File: src/rtl/gpr_read_file_if.sv
// Operand-side register file bus: one write port plus two read ports.
// Purely a signal bundle; timing is defined by the register file itself.
// No flow control: every request is accepted on the edge it is presented.
interface gpr_read_file_if #(
    parameter int DW = 32,
    parameter int AW = 4
);
    // Write port (writeback stage)
    logic          WE;
    logic [AW-1:0] WA;
    logic [DW-1:0] WD;
    // Read port A (ALU operand A)
    logic          REA;
    logic [AW-1:0] RAA;
    logic [DW-1:0] QA;
    logic          VA;
    // Read port B (ALU operand B)
    logic          REB;
    logic [AW-1:0] RAB;
    logic [DW-1:0] QB;
    logic          VB;

    // Pipeline side: issues writes and read requests, consumes read data
    modport master (
        output WE, WA, WD, REA, RAA, REB, RAB,
        input  QA, QB, VA, VB
    );

    // Register file side
    modport slave (
        input  WE, WA, WD, REA, RAA, REB, RAB,
        output QA, QB, VA, VB
    );
endinterface

File: src/rtl/gpr_read_file.sv
// General-purpose register bank, 2**AW x DW flops, one write port and two read ports.
// Latency: read data and valid appear one cycle after the request, write-first bypass.
// Backpressure: none; reads and writes are accepted every cycle, one valid per read.
module gpr_read_file #(
    parameter int DW      = 32,
    parameter int AW      = 4,
    parameter int ZERO_R0 = 0
) (
    input  logic            CLK,
    input  logic            CLR,
    gpr_read_file_if.slave  bus
);

    localparam int DEPTH = 1 << AW;

    // Register storage, plain flops so every entry can be cleared in one edge
    logic [DW-1:0] r_mem [DEPTH];

    // Output registers for both read ports
    logic [DW-1:0] r_qa;
    logic [DW-1:0] r_qb;
    logic          r_va;
    logic          r_vb;

    // Write qualification and next read data
    logic          w_zero_en;
    logic          w_wr_en;
    logic          w_byp_a;
    logic          w_byp_b;
    logic [DW-1:0] w_rd_a;
    logic [DW-1:0] w_rd_b;

    assign w_zero_en = (ZERO_R0 != 0);

    // A write to r0 is dropped entirely when r0 is hardwired to zero, which
    // also keeps it from being forwarded through the bypass below.
    assign w_wr_en = bus.WE && !(w_zero_en && (bus.WA == '0));

    assign w_byp_a = w_wr_en && (bus.WA == bus.RAA);
    assign w_byp_b = w_wr_en && (bus.WA == bus.RAB);

    // Select port A read data: forced zero for r0, then write-first bypass, then storage
    always_comb begin
        w_rd_a = r_mem[bus.RAA];
        if (w_zero_en && (bus.RAA == '0)) begin
            w_rd_a = '0;
        end else if (w_byp_a) begin
            w_rd_a = bus.WD;
        end
    end

    // Select port B read data with the same priority as port A
    always_comb begin
        w_rd_b = r_mem[bus.RAB];
        if (w_zero_en && (bus.RAB == '0)) begin
            w_rd_b = '0;
        end else if (w_byp_b) begin
            w_rd_b = bus.WD;
        end
    end

    // Storage update: clear wins over a write presented in the same cycle
    always_ff @(posedge CLK) begin
        if (CLR) begin
            for (int i = 0; i < DEPTH; i++) begin
                r_mem[i] <= '0;
            end
        end else if (w_wr_en) begin
            r_mem[bus.WA] <= bus.WD;
        end
    end

    // Port A output register: load on request, otherwise hold data and drop valid
    always_ff @(posedge CLK) begin
        if (CLR) begin
            r_qa <= '0;
            r_va <= 1'b0;
        end else begin
            r_va <= bus.REA;
            if (bus.REA) begin
                r_qa <= w_rd_a;
            end
        end
    end

    // Port B output register: same behaviour as port A
    always_ff @(posedge CLK) begin
        if (CLR) begin
            r_qb <= '0;
            r_vb <= 1'b0;
        end else begin
            r_vb <= bus.REB;
            if (bus.REB) begin
                r_qb <= w_rd_b;
            end
        end
    end

    assign bus.QA = r_qa;
    assign bus.QB = r_qb;
    assign bus.VA = r_va;
    assign bus.VB = r_vb;

endmodule

File: src/flat_wrapper.sv
// flat-port wrapper written by rule: the top's interface ports become plain ports
module gpr_read_file_flat 
#(
    parameter int DW      = 32,
    parameter int AW      = 4,
    parameter int ZERO_R0 = 0
)
  (CLK, CLR, bus_WE, bus_WA, bus_WD, bus_REA, bus_RAA, bus_REB, bus_RAB, bus_QA, bus_QB, bus_VA, bus_VB);
  gpr_read_file_if #(.DW(DW), .AW(AW)) bus_i ();
  input  logic CLK;
  input  logic CLR;
  input wire logic [$bits(bus_i.WE)-1:0] bus_WE;
  input wire logic [$bits(bus_i.WA)-1:0] bus_WA;
  input wire logic [$bits(bus_i.WD)-1:0] bus_WD;
  input wire logic [$bits(bus_i.REA)-1:0] bus_REA;
  input wire logic [$bits(bus_i.RAA)-1:0] bus_RAA;
  input wire logic [$bits(bus_i.REB)-1:0] bus_REB;
  input wire logic [$bits(bus_i.RAB)-1:0] bus_RAB;
  output wire logic [$bits(bus_i.QA)-1:0] bus_QA;
  output wire logic [$bits(bus_i.QB)-1:0] bus_QB;
  output wire logic [$bits(bus_i.VA)-1:0] bus_VA;
  output wire logic [$bits(bus_i.VB)-1:0] bus_VB;
  assign bus_i.WE = bus_WE;
  assign bus_i.WA = bus_WA;
  assign bus_i.WD = bus_WD;
  assign bus_i.REA = bus_REA;
  assign bus_i.RAA = bus_RAA;
  assign bus_i.REB = bus_REB;
  assign bus_i.RAB = bus_RAB;
  assign bus_QA = bus_i.QA;
  assign bus_QB = bus_i.QB;
  assign bus_VA = bus_i.VA;
  assign bus_VB = bus_i.VB;
  gpr_read_file #(.DW(DW), .AW(AW), .ZERO_R0(ZERO_R0)) u_core (.CLK(CLK), .CLR(CLR), .bus(bus_i));
endmodule
File: config.mk
export PLATFORM = sky130hd
export DESIGN_NAME = gpr_read_file_flat
export DESIGN_NICKNAME = d
export VERILOG_FILES = /design/src/rtl/gpr_read_file_if.sv /design/src/rtl/gpr_read_file.sv /design/src/flat_wrapper.sv
export SDC_FILE = /design/constraint.sdc
export NUM_CORES = 1
export LEC_CHECK = 0
export ABC_AREA = 1
export BUFFER_PORTS_ARGS = -buffer_cell sky130_fd_sc_hd__buf_2
export CAP_MARGIN = 20
export CORE_ASPECT_RATIO = 1.25
export CORE_MARGIN = 1
export CORE_UTILIZATION = 30
export DETAILED_ROUTE_END_ITERATION = 7
export PLACE_DENSITY_LB_ADDON = 0.12
export SETUP_SLACK_MARGIN = 0.4
export SLEW_MARGIN = 20
export SYNTH_ARGS = -nofsm -noshare
export SYNTH_HDL_FRONTEND = slang
export SYNTH_SLANG_ARGS = --single-unit
File: constraint.sdc
create_clock -name CLK -period 2.2 [get_ports CLK]
set_input_delay 0.11 -clock CLK [delete_from_list [all_inputs] [get_ports CLK]]
set_output_delay 0.11 -clock CLK [all_outputs]
set_load 0.01 [all_outputs]
Yosys cells after proc, flatten, opt, wreduce, memory -nomap -nowiden:

Memory sizes are Yosys's and may differ from the RTL's. A register that Yosys moved wholly into a read port is not among the register bits.
Index checks and enable logic that the tools add are counted.

* reductions and logical operators: 1
* mux-type cells: 8

Operators with widths (count)
* $mux 32: 1
* $reduce_or 32->1: 1
* $mux 1: 6
* $mux 4: 1

* memories: 1
* input port bits: 49
* register bits: 2
* memory bits (writable): 512

Memories
* u_core.r_mem: words 16, bits a word 32, read ports 2, clocked after Yosys merged registers in 2, write ports 16, line gpr_read_file.sv:17 `logic [DW-1:0] r_mem [DEPTH];`

Depth between registers and ports, before layout:

* depth in word-level cells: 5
* gate-level depth with buffers: 11
* mapped depth without buffers: 10

Least setup slack after synthesis:

Ideal clock, no wire load.

* kind: input-to-reg
* from: in bus_WA[2]
* to: mem u_core.r_mem[0][0] (enable)
* stages on the path: 5
* path buffers: 2
* path slack: 0.126 ns
* library setup time: 0.389 ns
* arrival: 1.684 ns
* cells stage by stage: buf_2 -> nor3_1 -> nand2_1 -> clkbuf_1 -> nand2_1

RTL lines
* start: declaration: line flat_wrapper.sv:13 `input wire logic [$bits(bus_i.WA)-1:0] bus_WA;`
* end: declaration: line gpr_read_file.sv:17

==> results.tsv <==
stage	metric	value	unit
yosys	synth_fp_nets	4094	
critical_path	cp_max_fo	2	
critical_path	path_common_cell	nand3_1	
routing	vias_per_cell	5.16	
yosys	synth_top_area_share	48.3	%
clock_tree	clkTransAtPathRegs	0.07	ns
sta	setup_violations	0	
global_route	gr-usage-met1	33.0	%
floorplan	start_util	30.3	%
place	post-place-ws	0.188	ns
layout	layout_common_cells	nand2_1 (905), nand3_1 (691), nor2_1 (600)	
sta	fin_crit	1.51	ns
global_route	use_met3	2.87	%
critical_path	crit_family	simple AND/OR/NAND/NOR gates	
yosys	ys_types	27	
clock_tree	root_buffer	clkbuf_16	
routing	dr.pass1.iters	5	
sta	rsz0062_at_grt	false	
global_route	use_met2	41.6	%
sta	slew_violations	0	
layout	layout-drive-gt1-share	10.2	%
outcome	status	complete, no violations	
sta	max_freq	664	MHz
floorplan	ios	115	
floorplan	fp-row-count	133	
power	power.internal	20.0	mW
routing	antenna_left	0	
sta	final.setup.tns	0	ns
yosys	avgSynthCellArea	7.87	um^2
layout	stdcell_count	5519	
layout	layout.nets	4101	
critical_path	r2r_cells	7	
sta	tightest_slew	0.847	ns
power	p_sw	7.95	mW
place	io_buffer_count	114	
power	vdd_drop_max	0.000520	V
critical_path	critPathMaxStageDelay	0.43	ns
yosys	ys_ff_latch	578	
critical_path	cp_data_required_time	2.72	ns
layout	post-route-util	34.8	%
power	p_per_area	764	nW/um^2
critical_path	r2r_setup_slack	0.69	ns
sta	slew_headroom	43.2	%
global_route	grt_busiest_layer	met2	
worst_hold_path	min_to	u_core.r_mem[4][2]	
global_route	grt_pass1_wl	193	mm
global_route	grt_pass1_vias	27100	
place	placed_cell_area	34500	um^2
critical_path	crit_type	flip-flop to flip-flop	
power	seqPwrFrac	45.9	%
layout	area_growth	15.0	%
clock_tree	cts_num_sinks	578	
routing	drc	0	
clock_tree	clock_path_buffers	3	
routing	drt_first_iter_violations	2986	
critical_path	crit_path_top_delay_cell	edfxtp_1	
routing	routed_wl	135	mm
critical_path	worst-endpoint-arrival	2.03	ns
worst_hold_path	hp-start	bus_WD[2]	
clock_tree	numCtsBuffers	66	
global_route	grt.total_usage	24.8	%
yosys	yosysWarningCount	0	
global_route	grt_max_degree	106	
yosys	seq_area_frac_synth	52.4	%
global_route	overflow	0	
layout	antenna-diode-count	0	
sta	hold_viol	0	
floorplan	core-area	105000	um^2
routing	wl_per_cell	24.4	um
critical_path	endpoint_kind	flip-flop	
sta	fin_ws	0.695	ns
floorplan	dieHeight	366	um
power	leakagePower	15.8	nW
critical_path	r2r_end	u_core.bus.QA[15]	
power	power.total	28.0	mW
power	p_comb_share	14.3	%
yosys	synth_top_cell_by_area	edfxtp_1	
global_route	antenna_found_initial	4	
critical_path	crit_buf_inv	0	
critical_path	crit_cells	7	
power	clockPowerShare	39.8	%
clock_tree	clk_latency	0.65	ns
floorplan	die_x	293	um
yosys	netlist_area	31900	um^2
layout	final_common_cell	nand2_1	
critical_path	start_kind	flip-flop	
place	routabilityCongestion	0.850	
sta	hold_slack	0.0349	ns
layout	final_area	36600	um^2
critical_path	r2r_start	u_core.r_mem[0][15]	
sta	skew	0.0129	ns
yosys	synth_top_cells_by_area	edfxtp_1 (48%), nand3_1 (11%), nand2_1 (11%)	
routing	vias	28500	
power	swShare	28.4	%
clock_tree	htreeDepth	3	
place	dp_cells	5397	
clock_tree	cts_tree	yes	
flow_run	max_cap_viol_count	0	
sta	finalCritPeriodShare	68.4	%
worst_hold_path	min_path_cells	3	
worst_hold_path	hold_path_class	input port to flip-flop	
place	hpwlAfterDp	79.4	mm
floorplan	dieArea	107000	um^2
critical_path	path_cells	or2_2 > nand3_1 > nand3_1 > nand3_1 > nand3_1 > nand2_1 > a21oi_1	
yosys	syn-instance-count	4045	
-- metal layers --
layer,vias to the layer above,part of all wire [%]
met3,214,6.4
met1,13900,43
met4,4,2.8
met2,1134,48
met5,-,0.020
li1,13200,-
-- how the worst max path moves through the flow --
stage,from,to,slack [ns]
detailed placement,CLR,u_core.bus.QB[31],0.19
CTS,u_core.bus.QA[23],bus_QA[23],0.69
finish,u_core.r_mem[0][15],u_core.bus.QA[15],0.69
global placement,CLR,u_core.bus.QB[0],0.20
floorplan,bus_WA[2],u_core.r_mem[0][0],0.42
global route,CLR,u_core.bus.QB[31],0.62
-- state kept, by name (all words and copies together), names as in the netlist --
register / cells
u_core.r_mem: 512
u_core.bus.VB: 1
u_core.bus.QA: 32
u_core.bus.QB: 32
u_core.bus.VA: 1
-- power by group through the flow --
stage | clock network [mW] | logic (mW) | registers (mW)
6_report | 11.1 | 4.01 | 12.8
3_5_place_dp | 0 | 3.98 | 13.1
5_1_grt | 11.7 | 4.36 | 12.9
2_1_floorplan | 0 | 2.29 | 13.0
3_3_place_gp | 0 | 3.98 | 13.1
4_1_cts | 11.4 | 4.00 | 12.8
-- cell usage after synthesis --
library cell  instances
nand2_1             929
nand3_1             699
nor2_1              600
edfxtp_1            512
inv_1               450
o211ai_1            165
clkbuf_1            150
buf_2               146
o21ai_0             118
a21oi_1             101
dfxtp_1              66
clkinv_1             32
or2_2                16
buf_1                13
o21ai_1              12
buf_4                11
buf_6                 5
inv_2                 4
inv_4                 3
nand2_2               2
nor2_2                2
o21ai_2               2
o22ai_1               2
xor2_1                2
nand2_4               1
nor3_1                1
nor3_2                1
-- timing repair --
| action | in CTS | in global routing |
|---|---|---|
| setup buffers | 0 | 0 |
| hold endpoints to repair | 15 | 0 |
| hold buffers | 4 | 0 |
| resized for setup | 0 | 0 |
-- layout make-up --
class	instances	area [um^2]
repair buffers	264	2280
clock buffers	88	1870
well taps	1417	1770
flip-flops and latches	578	16700
inverters	489	1860
fillers	11100	68500
clock inverters	30	218
multi-input cells	2653	11900
-- cells by family (layout without fill, tap and decap cells) --
kind of cell    after synthesis  count (layout)  share of synthesized area (%)
flops                       578             578                           52.4
xor+xnor                      2               2                         0.0550
simple gates               2251            2251                           29.5
buf+inv                     814             871                           10.4
compound gates              400             400                           7.61
-- worst reg2reg max path, delay by kind of cell (launching register included) --
kind | cells | cell delay, ns
flip-flops | 1 | 0.43
AND/OR/NAND/NOR | 6 | 0.89
AO/OA/AOI/OAI | 1 | 0.06
No activity file was read; power rests on OpenSTA's default activity.
